<file path="config.mk">
export PLATFORM = sky130hd
export DESIGN_NAME = rename_alloc_ctrl_flat
export DESIGN_NICKNAME = d
export VERILOG_FILES = /design/src/rtl/rename_alloc_ctrl_if.sv /design/src/rtl/rename_alloc_ctrl.sv /design/src/flat_wrapper.sv
export SDC_FILE = /design/constraint.sdc
export NUM_CORES = 1
export LEC_CHECK = 0
export ABC_AREA = 1
export CORE_AREA = 2 2 92 72
export DETAILED_ROUTE_END_ITERATION = 10
export DIE_AREA = 0 0 94 74
export PLACE_DENSITY = 0.82
export SYNTH_ARGS = -nofsm -noshare
export SYNTH_HDL_FRONTEND = slang
export SYNTH_SLANG_ARGS = --single-unit
export TNS_END_PERCENT = 100
</file>
<file path="constraint.sdc">
create_clock -name clk -period 7.1 [get_ports clk]
set_input_delay 0.71 -clock clk [delete_from_list [all_inputs] [get_ports clk]]
set_output_delay 0.71 -clock clk [all_outputs]
set_load 0.01 [all_outputs]
</file>
<file path="src/rtl/rename_alloc_ctrl_if.sv">
// ============================================================================
// Module      : rename_alloc_ctrl_if
// Description : Bundle of rename-lane, commit-release, squash and free-list
//               signals shared by rename_alloc_ctrl and its neighbours.
// Revision    : 1.0 - initial release
// ============================================================================
`default_nettype none

interface rename_alloc_ctrl_if #(
    parameter int DATA_WIDTH = 7
);
    // Rename lanes
    logic                  req_1;
    logic                  req_2;
    logic                  grant_1;
    logic                  grant_2;
    logic [DATA_WIDTH-1:0] preg_1;
    logic [DATA_WIDTH-1:0] preg_2;
    // Commit releases
    logic                  rel_valid_1;
    logic [DATA_WIDTH-1:0] rel_data_1;
    logic                  rel_valid_2;
    logic [DATA_WIDTH-1:0] rel_data_2;
    logic                  rel_ready;
    // Flush / squash
    logic                  flush_start;
    logic                  squash_valid;
    logic [DATA_WIDTH-1:0] squash_data;
    logic                  squash_last;
    logic                  squash_ready;
    logic                  busy;
    // Free list
    logic                  fl_valid_1;
    logic                  fl_valid_2;
    logic [DATA_WIDTH-1:0] fl_pop_data_1;
    logic [DATA_WIDTH-1:0] fl_pop_data_2;
    logic                  fl_pop_1;
    logic                  fl_pop_2;
    logic                  fl_ready;
    logic                  fl_push;
    logic [DATA_WIDTH-1:0] fl_push_data;
    logic                  fl_push_2;
    logic [DATA_WIDTH-1:0] fl_push_data_2;

    // Controller side
    modport slave (
        input  req_1, req_2, rel_valid_1, rel_data_1, rel_valid_2, rel_data_2,
        input  flush_start, squash_valid, squash_data, squash_last,
        input  fl_valid_1, fl_valid_2, fl_pop_data_1, fl_pop_data_2, fl_ready,
        output grant_1, grant_2, preg_1, preg_2, rel_ready, squash_ready, busy,
        output fl_pop_1, fl_pop_2, fl_push, fl_push_data, fl_push_2, fl_push_data_2
    );

    // Pipeline / free-list side
    modport master (
        output req_1, req_2, rel_valid_1, rel_data_1, rel_valid_2, rel_data_2,
        output flush_start, squash_valid, squash_data, squash_last,
        output fl_valid_1, fl_valid_2, fl_pop_data_1, fl_pop_data_2, fl_ready,
        input  grant_1, grant_2, preg_1, preg_2, rel_ready, squash_ready, busy,
        input  fl_pop_1, fl_pop_2, fl_push, fl_push_data, fl_push_2, fl_push_data_2
    );
endinterface

`default_nettype wire

</file>
<file path="src/rtl/rename_alloc_ctrl.sv">
// ============================================================================
// Module      : rename_alloc_ctrl
// Description : Rename-stage controller for a dual-port physical register
//               free list: two in-order allocations per cycle, a release FIFO
//               draining into two push ports, and a RUN/FLUSH/DRAIN machine
//               that reclaims squashed tags before rename resumes.
//               Optional macro ALLOC_STATS_EN adds stall/flush cycle counters.
// Revision    : 1.0 - initial release
// ============================================================================
`default_nettype none

module rename_alloc_ctrl #(
    parameter int DATA_WIDTH     = 7,
    parameter int REL_FIFO_DEPTH = 4
) (
    input  wire logic             clk,
    input  wire logic             rst,
    rename_alloc_ctrl_if.slave    bus
`ifdef ALLOC_STATS_EN
    ,
    input  wire logic             stats_clr,
    output logic [15:0]           stall_cycles,
    output logic [15:0]           flush_cycles
`endif
);

    localparam int c_PTR_W = $clog2(REL_FIFO_DEPTH);
    localparam int c_CNT_W = c_PTR_W + 1;

    typedef enum logic [1:0] {
        S_RUN   = 2'd0,
        S_FLUSH = 2'd1,
        S_DRAIN = 2'd2
    } state_t;

    state_t                r_state;
    state_t                w_state_next;

    logic [DATA_WIDTH-1:0] r_mem [REL_FIFO_DEPTH];
    logic [c_PTR_W-1:0]    r_wr_ptr;
    logic [c_PTR_W-1:0]    r_rd_ptr;
    logic [c_CNT_W-1:0]    r_count;

    logic                  w_run;
    logic [c_CNT_W-1:0]    w_free;
    logic                  w_rel_ready;
    logic                  w_acc_1;
    logic                  w_acc_2;
    logic [1:0]            w_n_commit;
    logic                  w_squash_ready;
    logic                  w_acc_sq;
    logic [1:0]            w_n_wr;
    logic                  w_push_1;
    logic                  w_push_2;
    logic [1:0]            w_n_push;
    logic [c_PTR_W-1:0]    w_addr_2;
    logic [c_PTR_W-1:0]    w_addr_sq;
    logic [c_PTR_W-1:0]    w_rd_ptr_nx;

    // Allocation, FIFO occupancy and write/drain decode
    always_comb begin
        w_run          = (r_state == S_RUN);
        w_free         = c_CNT_W'(REL_FIFO_DEPTH) - r_count;
        // Readiness uses only the registered count so it never depends on same-cycle drains
        w_rel_ready    = (w_free >= c_CNT_W'(2));
        w_acc_1        = bus.rel_valid_1 & w_rel_ready;
        w_acc_2        = bus.rel_valid_2 & w_rel_ready;
        w_n_commit     = {1'b0, w_acc_1} + {1'b0, w_acc_2};
        // Commit releases claim room first; a squash beat needs one slot beyond them
        w_squash_ready = (r_state == S_FLUSH) && (w_free > c_CNT_W'(w_n_commit));
        w_acc_sq       = bus.squash_valid & w_squash_ready;
        w_n_wr         = w_n_commit + {1'b0, w_acc_sq};
        w_push_1       = bus.fl_ready & (r_count != '0);
        w_push_2       = bus.fl_ready & (r_count >= c_CNT_W'(2));
        w_n_push       = {1'b0, w_push_1} + {1'b0, w_push_2};
        // Writes pack densely in slot order: slot 1, slot 2, then squash
        w_addr_2       = r_wr_ptr + c_PTR_W'(w_acc_1);
        w_addr_sq      = r_wr_ptr + c_PTR_W'(w_n_commit);
        w_rd_ptr_nx    = r_rd_ptr + c_PTR_W'(1);
    end

    // Output drive
    always_comb begin
        bus.grant_1        = bus.req_1 & bus.fl_valid_1 & w_run;
        bus.grant_2        = bus.req_2 & bus.req_1 & bus.fl_valid_2 & w_run;
        bus.fl_pop_1       = bus.grant_1;
        bus.fl_pop_2       = bus.grant_2;
        bus.preg_1         = bus.fl_pop_data_1;
        bus.preg_2         = bus.fl_pop_data_2;
        bus.rel_ready      = w_rel_ready;
        bus.squash_ready   = w_squash_ready;
        bus.busy           = ~w_run;
        bus.fl_push        = w_push_1;
        bus.fl_push_2      = w_push_2;
        bus.fl_push_data   = r_mem[r_rd_ptr];
        bus.fl_push_data_2 = r_mem[w_rd_ptr_nx];
    end

    // FIFO storage; contents are don't-care until written
    always_ff @(posedge clk) begin
        if (w_acc_1)  r_mem[r_wr_ptr]  <= bus.rel_data_1;
        if (w_acc_2)  r_mem[w_addr_2]  <= bus.rel_data_2;
        if (w_acc_sq) r_mem[w_addr_sq] <= bus.squash_data;
    end

    // FIFO pointers and occupancy count
    always_ff @(posedge clk or posedge rst) begin
        if (rst) begin
            r_wr_ptr <= '0;
            r_rd_ptr <= '0;
            r_count  <= '0;
        end else begin
            r_wr_ptr <= r_wr_ptr + c_PTR_W'(w_n_wr);
            r_rd_ptr <= r_rd_ptr + c_PTR_W'(w_n_push);
            r_count  <= r_count + c_CNT_W'(w_n_wr) - c_CNT_W'(w_n_push);
        end
    end

    // Flush state register
    always_ff @(posedge clk or posedge rst) begin
        if (rst) r_state <= S_RUN;
        else     r_state <= w_state_next;
    end

    // Flush next-state: reclaim squashed tags, then wait for the FIFO to empty
    always_comb begin
        w_state_next = r_state;
        case (r_state)
            S_RUN:   if (bus.flush_start) w_state_next = S_FLUSH;
            S_FLUSH: if (w_acc_sq && bus.squash_last) w_state_next = S_DRAIN;
            S_DRAIN: if ((r_count == '0) && (w_n_wr == 2'd0)) w_state_next = S_RUN;
            default: w_state_next = S_RUN;
        endcase
    end

`ifdef ALLOC_STATS_EN
    logic [15:0] r_stall_cycles;
    logic [15:0] r_flush_cycles;

    // Saturating stall and busy-cycle counters
    always_ff @(posedge clk or posedge rst) begin
        if (rst) begin
            r_stall_cycles <= '0;
            r_flush_cycles <= '0;
        end else if (stats_clr) begin
            r_stall_cycles <= '0;
            r_flush_cycles <= '0;
        end else begin
            if (bus.req_1 && !bus.grant_1 && (r_stall_cycles != 16'hFFFF))
                r_stall_cycles <= r_stall_cycles + 16'd1;
            if (!w_run && (r_flush_cycles != 16'hFFFF))
                r_flush_cycles <= r_flush_cycles + 16'd1;
        end
    end

    assign stall_cycles = r_stall_cycles;
    assign flush_cycles = r_flush_cycles;
`endif

endmodule

`default_nettype wire
</file>
<file path="src/flat_wrapper.sv">
// flat-port wrapper written by rule: the top's interface ports become plain ports
module rename_alloc_ctrl_flat 
#(
    parameter int DATA_WIDTH     = 7,
    parameter int REL_FIFO_DEPTH = 4
)
  (clk, rst, bus_req_1, bus_req_2, bus_rel_valid_1, bus_rel_data_1, bus_rel_valid_2, bus_rel_data_2, bus_flush_start, bus_squash_valid, bus_squash_data, bus_squash_last, bus_fl_valid_1, bus_fl_valid_2, bus_fl_pop_data_1, bus_fl_pop_data_2, bus_fl_ready, bus_grant_1, bus_grant_2, bus_preg_1, bus_preg_2, bus_rel_ready, bus_squash_ready, bus_busy, bus_fl_pop_1, bus_fl_pop_2, bus_fl_push, bus_fl_push_data, bus_fl_push_2, bus_fl_push_data_2);
  rename_alloc_ctrl_if #(.DATA_WIDTH(DATA_WIDTH)) bus_i ();
  input  wire logic clk;
  input  wire logic rst;
  input wire logic [$bits(bus_i.req_1)-1:0] bus_req_1;
  input wire logic [$bits(bus_i.req_2)-1:0] bus_req_2;
  input wire logic [$bits(bus_i.rel_valid_1)-1:0] bus_rel_valid_1;
  input wire logic [$bits(bus_i.rel_data_1)-1:0] bus_rel_data_1;
  input wire logic [$bits(bus_i.rel_valid_2)-1:0] bus_rel_valid_2;
  input wire logic [$bits(bus_i.rel_data_2)-1:0] bus_rel_data_2;
  input wire logic [$bits(bus_i.flush_start)-1:0] bus_flush_start;
  input wire logic [$bits(bus_i.squash_valid)-1:0] bus_squash_valid;
  input wire logic [$bits(bus_i.squash_data)-1:0] bus_squash_data;
  input wire logic [$bits(bus_i.squash_last)-1:0] bus_squash_last;
  input wire logic [$bits(bus_i.fl_valid_1)-1:0] bus_fl_valid_1;
  input wire logic [$bits(bus_i.fl_valid_2)-1:0] bus_fl_valid_2;
  input wire logic [$bits(bus_i.fl_pop_data_1)-1:0] bus_fl_pop_data_1;
  input wire logic [$bits(bus_i.fl_pop_data_2)-1:0] bus_fl_pop_data_2;
  input wire logic [$bits(bus_i.fl_ready)-1:0] bus_fl_ready;
  output wire logic [$bits(bus_i.grant_1)-1:0] bus_grant_1;
  output wire logic [$bits(bus_i.grant_2)-1:0] bus_grant_2;
  output wire logic [$bits(bus_i.preg_1)-1:0] bus_preg_1;
  output wire logic [$bits(bus_i.preg_2)-1:0] bus_preg_2;
  output wire logic [$bits(bus_i.rel_ready)-1:0] bus_rel_ready;
  output wire logic [$bits(bus_i.squash_ready)-1:0] bus_squash_ready;
  output wire logic [$bits(bus_i.busy)-1:0] bus_busy;
  output wire logic [$bits(bus_i.fl_pop_1)-1:0] bus_fl_pop_1;
  output wire logic [$bits(bus_i.fl_pop_2)-1:0] bus_fl_pop_2;
  output wire logic [$bits(bus_i.fl_push)-1:0] bus_fl_push;
  output wire logic [$bits(bus_i.fl_push_data)-1:0] bus_fl_push_data;
  output wire logic [$bits(bus_i.fl_push_2)-1:0] bus_fl_push_2;
  output wire logic [$bits(bus_i.fl_push_data_2)-1:0] bus_fl_push_data_2;
  assign bus_i.req_1 = bus_req_1;
  assign bus_i.req_2 = bus_req_2;
  assign bus_i.rel_valid_1 = bus_rel_valid_1;
  assign bus_i.rel_data_1 = bus_rel_data_1;
  assign bus_i.rel_valid_2 = bus_rel_valid_2;
  assign bus_i.rel_data_2 = bus_rel_data_2;
  assign bus_i.flush_start = bus_flush_start;
  assign bus_i.squash_valid = bus_squash_valid;
  assign bus_i.squash_data = bus_squash_data;
  assign bus_i.squash_last = bus_squash_last;
  assign bus_i.fl_valid_1 = bus_fl_valid_1;
  assign bus_i.fl_valid_2 = bus_fl_valid_2;
  assign bus_i.fl_pop_data_1 = bus_fl_pop_data_1;
  assign bus_i.fl_pop_data_2 = bus_fl_pop_data_2;
  assign bus_i.fl_ready = bus_fl_ready;
  assign bus_grant_1 = bus_i.grant_1;
  assign bus_grant_2 = bus_i.grant_2;
  assign bus_preg_1 = bus_i.preg_1;
  assign bus_preg_2 = bus_i.preg_2;
  assign bus_rel_ready = bus_i.rel_ready;
  assign bus_squash_ready = bus_i.squash_ready;
  assign bus_busy = bus_i.busy;
  assign bus_fl_pop_1 = bus_i.fl_pop_1;
  assign bus_fl_pop_2 = bus_i.fl_pop_2;
  assign bus_fl_push = bus_i.fl_push;
  assign bus_fl_push_data = bus_i.fl_push_data;
  assign bus_fl_push_2 = bus_i.fl_push_2;
  assign bus_fl_push_data_2 = bus_i.fl_push_data_2;
  rename_alloc_ctrl #(.DATA_WIDTH(DATA_WIDTH), .REL_FIFO_DEPTH(REL_FIFO_DEPTH)) u_core (.clk(clk), .rst(rst), .bus(bus_i));
endmodule
</file>
==> flow_summary.toml, run 1 <==
[yosys]
synthArstFlopShare_pct = 24.3
yosysWarnings = 0
synth_edf_count = 28
synth_nets = 486
ys_seq_area_share_pct = 33.3
yosys-top-cells-area = "edfxtp_1 26%, nand2_1 15%, nand3_1 9.2%"
synth.distinct_cells = 31
avgSynthCellArea_um2 = 7.57
syn_area_um2 = 3200
synth_top_area_share_pct = 26.3
synthCells = 423
synth_ff_type = "edfxtp_1"
synth_top_area_cell = "edfxtp_1"
ys_ff_latch = 37

[timing]
hold_viol = 0
rsz0062_at_grt = "no"
setup_tns_ns = 0
finClkSkew_ns = 0.00755
final-max-slew-violation-count = 0
finalWorstSetupSlack_ns = 2.26
setup_violations = 0
relSlewSlack_pct = 46.2
maxClockFrequency_ghz = 0.207
fin_crit_ns = 4.84
tightestPinTransition_ns = 0.806
finalCritPeriodShare_pct = 68.2

[critical_path]
cp_max_fo = 34
critical_path_arrival_ns = 5.07
r2r_start = "u_core.r_count[1]"
worstSetupPathType = "reg2reg"
reg2reg_to = "u_core.r_count[2]"
startpoint_type = "flop"
end_kind = "flop"
crit_start = "u_core.r_count[1]"
cp.required_ns = 7.33
r2r_cells = 20
rrSetupSlack_ns = 2.26

[power_and_ir_drop]
p_sw_mw = 1.21
total_leakage_power_nw = 1.73
cellPowerDensity_nw_per_um2 = 631
pwr-share-comb_pct = 68.7
seqPwrFrac_pct = 21.8
clockPowerShare_pct = 9.5
p_sw_share_pct = 50.9
p_int_mw = 1.17
vdd_drop_max_uv = 314

[drt]
drt_iter0_drc = 271
vias = 2963
ant_nets = 0
drcViolationCount = 0
wl_mm = 8.17
drtPass1Iterations = 5
vias_per_cell = 5.51
wl_per_cell_um = 15.2

[clocking]
clock_path_buffers = 2
cts_resized = 0
numCtsBuffers = 5
cts_setup_buffers = 0
cts_sinks = 37
cts_tree = "built"
cts_root_buf = "clkbuf_8"
insertion_delay_ns = 0.30
clkTransAtPathRegs_ns = 0.09
htree_levels = 2
ctsHoldBuffers = 0

[placed_design]
port_buffers = 55
place_congestion = 0.900
dp_hpwl_mm = 6.42
dp_slack_ns = 2.22

[finish]
diodes = 0
fin_nets = 519
syn_to_final_growth_pct = 18.1
drive_gt1_share_pct = 9.19
fillers = 528

[grt]
grt_usage_pct = 24.6
grt_overflow = 0
antenna_found_initial = 0
grt_max_degree = 35
grt_pass1_vias = 2663
grt_first_pass_wirelength_mm = 13.3

[die]
die_w_um = 94
initial_core_util_pct = 52.5
core_um2 = 6100
die_h_um = 74
rows = 25
ioPinCount = 84
die_area_um2 = 6960

[min_path]
hold_end = "u_core.r_count[2]"
hp-start = "u_core.r_count[2]"
hold_depth = 1
hold_path.class = "reg2reg"

[flow_run]
maxCapViolCount = 0

[run_status]
status = "completed"
==> worst max-delay path by stage <==
stage	end	slack, ns	cells after the start
2_1_floorplan	u_core.r_count[2]	2.69	21
3_3_place_gp	u_core.r_count[2]	2.33	17
3_5_place_dp	u_core.r_count[2]	2.22	17
4_1_cts	u_core.r_count[2]	2.26	20
5_1_grt	u_core.r_count[2]	1.90	20
6_report	u_core.r_count[2]	2.26	20
==> cell usage after synthesis (3+ instances only) <==
master,instances
fa_1,3
ha_1,13
edfxtp_1,28
o21ai_1,4
o21ai_0,37
nand3_2,3
nand3_1,59
dfrtp_1,9
inv_1,32
buf_4,18
a31oi_1,3
xor2_1,3
nor2_8,3
xnor2_1,3
nand2_4,8
nand2_1,124
buf_2,3
nor2_4,4
nand2_2,8
nor2_1,21
buf_6,4
a21oi_1,19
==> per-stage QoR <==
step | cell area (µm²) | hold WS (ns) | utilization, % | instances | power [mW]
2_1_floorplan | 3200 | 0.442 | - | 423 | 1.68
3_3_place_gp | 3640 | 0.465 | 59.8 | 530 | 2.08
3_5_place_dp | 3640 | 0.478 | 59.8 | 530 | 2.14
4_1_cts | 3780 | 0.489 | 62.0 | 538 | 2.38
5_1_grt | 3780 | 0.498 | 62.0 | 538 | 2.58
6_report | 3780 | 0.484 | 62.0 | 538 | 2.39
==> sequential cells by signal, indices dropped and copies added (netlist names) <==
| register | flops |
|---|---|
| u_core.r_rd_ptr | 2 |
| u_core.r_wr_ptr | 2 |
| u_core.r_state | 2 |
| u_core.r_count | 3 |
| u_core.r_mem | 28 |
==> power groups by stage <==
stage | Combinational, mW | Sequential (mW) | Clock [mW]
after global routing | 1.81 | 0.534 | 0.237
final | 1.64 | 0.520 | 0.227
after CTS | 1.63 | 0.518 | 0.227
after global placement | 1.57 | 0.514 | 0
after floorplan | 1.20 | 0.475 | 0
after detailed placement | 1.62 | 0.522 | 0
==> logic make-up after synthesis <==
group | after synthesis | share of synthesized area [%]
xor gates and xnor gates | 6 | 1.64
buffers and inverters | 65 | 10.9
adders and majority gates | 16 | 6.95
DFF | 37 | 33.3
AOI/OAI and AO/OA | 66 | 11.2
and+or+nand+nor | 233 | 36.1
==> final cells by class <==
type	count	area, µm²	share of cell area [%]
tap	81	101	2.68
clock inverter	3	68.8	1.82
clock buffer	5	68.8	1.82
sequential	37	1070	28.2
inverter	36	138	3.64
multi-input combinational	321	1790	47.3
timing repair buffer	55	551	14.6
==> layer usage <==
| layer | track usage, % | share of wire, % | vias up |
|---|---|---|---|
| li1 | - | - | 1453 |
| met1 | 36.6 | 48 | 1342 |
| met2 | 37.3 | 43 | 151 |
| met3 | 4.26 | 8.4 | 17 |
| met4 | 7.41 | 1.4 | 0 |
| met5 | 0 | 0 | - |
==> cell usage in the layout (no fill, tap or decap), types with 2 or more instances in the layout <==
cell and count:
a21oi_4 2, nand2_2 8, clkbuf_8 5, nor2_8 3, a31oi_1 3, inv_2 2, nand3_2 3, fa_1 3
nor2_1 21, nor2_4 4, o21ai_0 37, ha_1 13, xnor2_1 3, nand3_4 2, nand2_1 124, edfxtp_1 28
a21oi_1 19, nand2_4 8, clkdlybuf4s50_1 55, nand3_1 59, dfrtp_1 9, bufinv_16 2, xor2_1 3, inv_1 32
o21ai_1 4
==> worst max-delay path, stage by stage (launching register included) <==
cell and delay (ns):
dfrtp_1 0.41, inv_1 0.08, ha_1 0.18, ha_1 0.33, nand3_2 0.14, nand2_4 0.15, inv_2 0.25, ha_1 0.24
inv_1 0.10, ha_1 0.30, nand3_1 0.09, nand2_2 0.09, nand3_4 0.09, nor2_8 0.43, inv_1 0.11, fa_1 0.44
inv_1 0.10, fa_1 0.44, fa_1 0.45, xnor2_1 0.20, xor2_1 0.15
(Power assumes the default switching activity.)
==> run 2, diff against run 1 <==
- CORE_AREA: 2 2 92 72 -> 2 2 96 75
- DIE_AREA: 0 0 94 74 -> 0 0 98 77
- PLACE_DENSITY: 0.82 -> 0.76
- clock period: 7.1 -> 4.53 ns (I/O delays scaled with it)
==> run 2 against run 1 <==
Compared with the run above:
- die area is 8.5% higher
- cell count is 1.1% higher
- first-iteration DRC count is 11% higher
- critical path depth is 1 lower
- worst setup slack worse by 2.0 ns
- core utilization is 4.6 points lower
- via count is 3.0% higher
==> flow_summary.toml, run 2 (synthesized netlist as in run 1, its figures left out) <==
[placed_design]
port_buffers = 55
dp_hpwl_mm = 6.65
dp_slack_ns = 0.0626
place_congestion = 0.915

[critical_path]
path_buf_inv = 5
crit_slowest_cell = "fa_1"
critical_path_arrival_ns = 4.52
end_kind = "flop"
crit_path_cell_trace = "inv_1 -> ha_1 -> ha_1 -> nand3_2 -> nand2_8 -> inv_8 -> ha_1 -> inv_1 -> ha_1 -> nand3_1 -> nand3_4 -> nor2_8 -> inv_1 -> fa_1 -> inv_1 -> fa_1 -> fa_1 -> xnor2_1 -> xor2_1"
worstSetupPathType = "reg2reg"
cp.required_ns = 4.74
max_stage_delay_ns = 0.48
startpoint_type = "flop"
cp_top_family = "adder cells"
cp_max_fo = 18

[timing]
tightestPinTransition_ns = 0.823
hold_viol = 0
final-max-slew-violation-count = 0
finalCritPeriodShare_pct = 95.0
whs_ns = 0.429
relSlewSlack_pct = 45.1
fin_crit_ns = 4.30
setup_violations = 0
maxClockFrequency_ghz = 0.232
setup_tns_ns = 0
finalWorstSetupSlack_ns = 0.226
finClkSkew_ns = 0.00472

[power_and_ir_drop]
seqPwrFrac_pct = 22.3
p_sw_share_pct = 51.7
vdd_drop_max_uv = 569
clockPowerShare_pct = 6.8
pwr-share-comb_pct = 70.9
p_int_mw = 1.78
p_sw_mw = 1.90
total_power_mw = 3.68
total_leakage_power_nw = 1.73
cellPowerDensity_nw_per_um2 = 972

[run_status]
status = "completed"

[finish]
syn_to_final_growth_pct = 18.3
layout_commonest_cell = "nand2_1"
diodes = 0
drive_gt1_share_pct = 10.0
fillers = 591
final_cell_mix = "124 x nand2_1, 59 x nand3_1, 55 x clkdlybuf4s50_1, 37 x o21ai_0, 31 x inv_1"
largest-register = "u_core.r_mem"
reg_top3 = "u_core.r_mem (28), u_core.r_count (3)"
largest_reg_flops = 28
fin_nets = 522

[clocking]
ctsHoldBuffers = 0
cts_sinks = 37
cts_tree = "built"
numCtsBuffers = 5
clkTransAtPathRegs_ns = 0.07
htree_levels = 2
insertion_delay_ns = 0.29
clock_path_buffers = 2
cts_root_buf = "clkbuf_8"

[drt]
wl_per_cell_um = 15.3
drt_iter0_drc = 302
wl_mm = 8.33
drtPass1Iterations = 7
ant_nets = 0
drcViolationCount = 0
vias_per_cell = 5.61
vias = 3052

[flow_run]
maxCapViolCount = 0

[grt]
grt_overflow = 0
grt_pass1_vias = 2802
antenna_found_initial = 0
grt_usage_pct = 23.0
grt_max_degree = 34
grt_first_pass_wirelength_mm = 14.1

[die]
initial_core_util_pct = 48.5
die_area_um2 = 7550
rows = 26
ioPinCount = 84
die_w_um = 98
core_um2 = 6600
die_h_um = 77

[min_path]
hold_path.class = "in2async"
run 2: power groups by stage:
stage               sequential [mW]  clock, mW  combinational [mW]
global placement              0.816          0                2.45
floorplan                     0.744          0                1.89
finish                        0.822      0.250                2.61
CTS                           0.820      0.255                2.55
global route                  0.848      0.268                2.88
detailed placement            0.825          0                2.55
run 2: final cells by class:
| class | count | area (µm²) | area share [%] |
|---|---|---|---|
| multi-input cells | 321 | 1800 | 47.5 |
| flip-flops and latches | 37 | 1070 | 28.1 |
| repair buffers | 58 | 573 | 15.1 |
| inverters | 36 | 145 | 3.83 |
| well taps | 84 | 105 | 2.77 |
| clock buffers | 7 | 96.3 | 2.54 |
| clock inverters | 1 | 5.00 | 0.132 |
run 2: what timing repair did:
item	4_1_cts	5_1_grt
setup buffers	0	2
endpoints found under the setup margin	0	1
gates resized for setup	0	6
endpoints found under the hold margin	0	0
run 2: routing by layer:
layer  track usage [%]  wire (µm)  up-vias
met3              2.55        783       19
met4              7.08        150        0
met1              34.6       3910     1403
met5                 0          0        -
met2              34.7       3480      172
li1                  -          -     1458
run 2: path summary, 6_finish.rpt:
| path | start | end | slack, ns | cells past startpoint |
|---|---|---|---|---|
| setup / recovery | u_core.r_count[1] | u_core.r_count[2] | 0.23 | 19 |
| hold / removal | rst | u_core.r_state[1] | 0.43 | 2 |
| setup reg to reg | u_core.r_count[1] | u_core.r_count[2] | 0.23 | 19 |
| hold reg to reg | u_core.r_count[2] | u_core.r_count[2] | 0.49 | 1 |
| max in group asynchronous | rst | u_core.r_count[2] | 3.85 | 2 |
| min in group clk | u_core.r_count[2] | u_core.r_count[2] | 0.49 | 1 |
run 2: worst reg2reg max path, cell delays in order (launching register included):
cell     delay (ns)
dfrtp_1        0.40
inv_1          0.08
ha_1           0.18
ha_1           0.35
nand3_2        0.17
nand2_8        0.18
inv_8          0.08
ha_1           0.21
inv_1          0.12
ha_1           0.25
nand3_1        0.13
nand3_4        0.11
nor2_8         0.10
inv_1          0.06
fa_1           0.42
inv_1          0.11
fa_1           0.44
fa_1           0.48
xnor2_1        0.21
xor2_1         0.16
run 2: metrics by stage:
step	instance area [µm²]	util [%]	std cells
detailed placement	3660	55.4	534
finish	3790	57.4	544
floorplan	3200	-	423
global route	3790	57.4	544
CTS	3760	56.9	542
global placement	3660	55.4	534
==> run 3, diff against run 2 <==
- SLEW_MARGIN: not set -> 20
- clock period: 4.53 -> 4.51 ns (I/O delays scaled with it)
==> run 3 against run 2 <==
Compared with the run above:
- combinational power barely moved
- wire length fell by 0.80%
- first-iteration DRC count is 13% lower
- sequential power up 1%
- largest cell class unchanged
- clock power increased by 19%
- sequential share of layout area fell by 0.12 points
- core utilization rose by 0.25 points
- non-clock buffer count is the same
- cell count unchanged
- register-to-register slack barely moved
- sequential cell count unchanged
- design area increased by 0.43%
- largest power group unchanged
==> flow_summary.toml, run 3 (synthesized netlist as in run 1, its figures left out) <==
[clocking]
htree_levels = 2
numCtsBuffers = 5
insertion_delay_ns = 0.29
clkTransAtPathRegs_ns = 0.07
cts_sinks = 37
cts_root_buf = "clkbuf_8"
clock_path_buffers = 2
cts_tree = "built"

[critical_path]
cp_max_fo = 6
crit_slowest_cell = "fa_1"
max_stage_delay_ns = 0.46
reg2reg_to = "u_core.r_count[2]"
rrSetupSlack_ns = 0.23
r2r_cells = 20
worstSetupPathType = "reg2reg"
crit_start = "u_core.r_count[1]"
critical_path_arrival_ns = 4.49
cp.required_ns = 4.72
startpoint_type = "flop"
r2r_start = "u_core.r_count[1]"
crit_path_cell_trace = "inv_1 -> ha_1 -> ha_1 -> nand3_2 -> nand2_2 -> inv_2 -> ha_1 -> ha_1 -> inv_1 -> nand3_1 -> nand2_2 -> nand3_4 -> nor2_8 -> inv_1 -> fa_2 -> inv_1 -> fa_1 -> fa_1 -> xnor2_1 -> xor2_1"
end_kind = "flop"
crit_end = "u_core.r_count[2]"

[grt]
grt_overflow = 0
grt_first_pass_wirelength_mm = 14.0
grt_max_degree = 34
grt_usage_pct = 23.0
grt_pass1_vias = 2823
antenna_found_initial = 0

[min_path]
hold_path.class = "in2async"

[timing]
fin_crit_ns = 4.28
relSlewSlack_pct = 45.9
finalWorstSetupSlack_ns = 0.228
finalCritPeriodShare_pct = 94.9
final-max-slew-violation-count = 0
tightestPinTransition_ns = 0.811
setup_violations = 0
maxClockFrequency_ghz = 0.234
setup_tns_ns = 0
finClkSkew_ns = 0.00626
hold_viol = 0

[placed_design]
dpl_cell_area_um2 = 3660
port_buffers = 55
place_congestion = 0.892
place_inst = 535
dp_hpwl_mm = 6.68
dp_slack_ns = 0.179

[die]
die_area_um2 = 7550
initial_core_util_pct = 48.5
rows = 26
die_w_um = 98
ioPinCount = 84
core_um2 = 6600
die_h_um = 77

[finish]
final_cell_mix = "123 x nand2_1, 59 x nand3_1, 55 x clkdlybuf4s50_1, 37 x o21ai_0, 31 x inv_1"
utilization_pct = 57.6
largest_reg_flops = 28
fillers = 588
finalNonFillerCells = 544
fin_nets = 522
largest-register = "u_core.r_mem"
diodes = 0
final_area_um2 = 3800
reg_top3 = "u_core.r_mem (28), u_core.r_count (3)"
layout_commonest_cell = "nand2_1"
drive_gt1_share_pct = 10.4
syn_to_final_growth_pct = 18.8

[drt]
drcViolationCount = 0
vias_per_cell = 5.47
ant_nets = 0
wl_mm = 8.26
vias = 2974
drtPass1Iterations = 5
wl_per_cell_um = 15.2
drt_iter0_drc = 262

[power_and_ir_drop]
total_leakage_power_nw = 1.73
vdd_drop_max_uv = 507
cellPowerDensity_nw_per_um2 = 985

[flow_run]
maxCapViolCount = 0

[run_status]
status = "completed"
run 3: final cells by class:
class	instances	area [µm²]	area share [%]
clock buffer	6	82.6	2.17
clock inverter	2	37.5	0.987
inverter	36	138	3.62
multi-input combinational	321	1800	47.4
sequential	37	1070	28.0
tap	84	105	2.76
timing repair buffer	58	573	15.1
run 3: metrics by stage:
| step | power, mW | hold WS [ns] |
|---|---|---|
| after floorplan | 2.64 | 0.279 |
| after global placement | 3.29 | 0.461 |
| after detailed placement | 3.41 | 0.482 |
| after CTS | 3.70 | 0.435 |
| after global routing | 4.07 | 0.479 |
| final | 3.75 | 0.424 |
run 3: critical path: cells and delay by family, from the launching register on:
kind / cells / cell delay, ns
DFF: 1 / 0.41
and+or+nand+nor: 6 / 0.70
adders and majority gates: 7 / 2.35
buffers and inverters: 5 / 0.35
xor gates and xnor gates: 2 / 0.38
run 3: timing repair:
action | CTS | global route
hold buffers | 0 | 0
resized for setup | 0 | 4
endpoints found under the setup margin | 0 | 1
buffers inserted | 0 | 1
run 3: metal layers:
| metal | global-route usage, % | up-vias | routed length, µm |
|---|---|---|---|
| li1 | - | 1462 | - |
| met1 | 34.3 | 1344 | 3950 |
| met2 | 34.5 | 154 | 3510 |
| met3 | 2.64 | 14 | 677 |
| met4 | 8.19 | 0 | 126 |
| met5 | 0 | - | 0 |
run 3: worst min-delay path by stage:
stage | slack [ns] | endpoint | depth (start not counted) | startpoint
floorplan | 0.28 | u_core.r_count[0] | 1 | rst
global placement | 0.46 | u_core.r_count[2] | 1 | u_core.r_count[2]
detailed placement | 0.48 | u_core.r_count[2] | 1 | u_core.r_count[2]
CTS | 0.44 | u_core.r_rd_ptr[1] | 2 | rst
global route | 0.48 | u_core.r_rd_ptr[1] | 2 | rst
finish | 0.42 | u_core.r_state[0] | 2 | rst
run 3: where the power goes:
| part | internal, mW | switching, mW |
|---|---|---|
| Combinational | 0.975 | 1.65 |
| Sequential | 0.680 | 0.151 |
| Clock | 0.180 | 0.117 |
| Total | 1.83 | 1.91 |
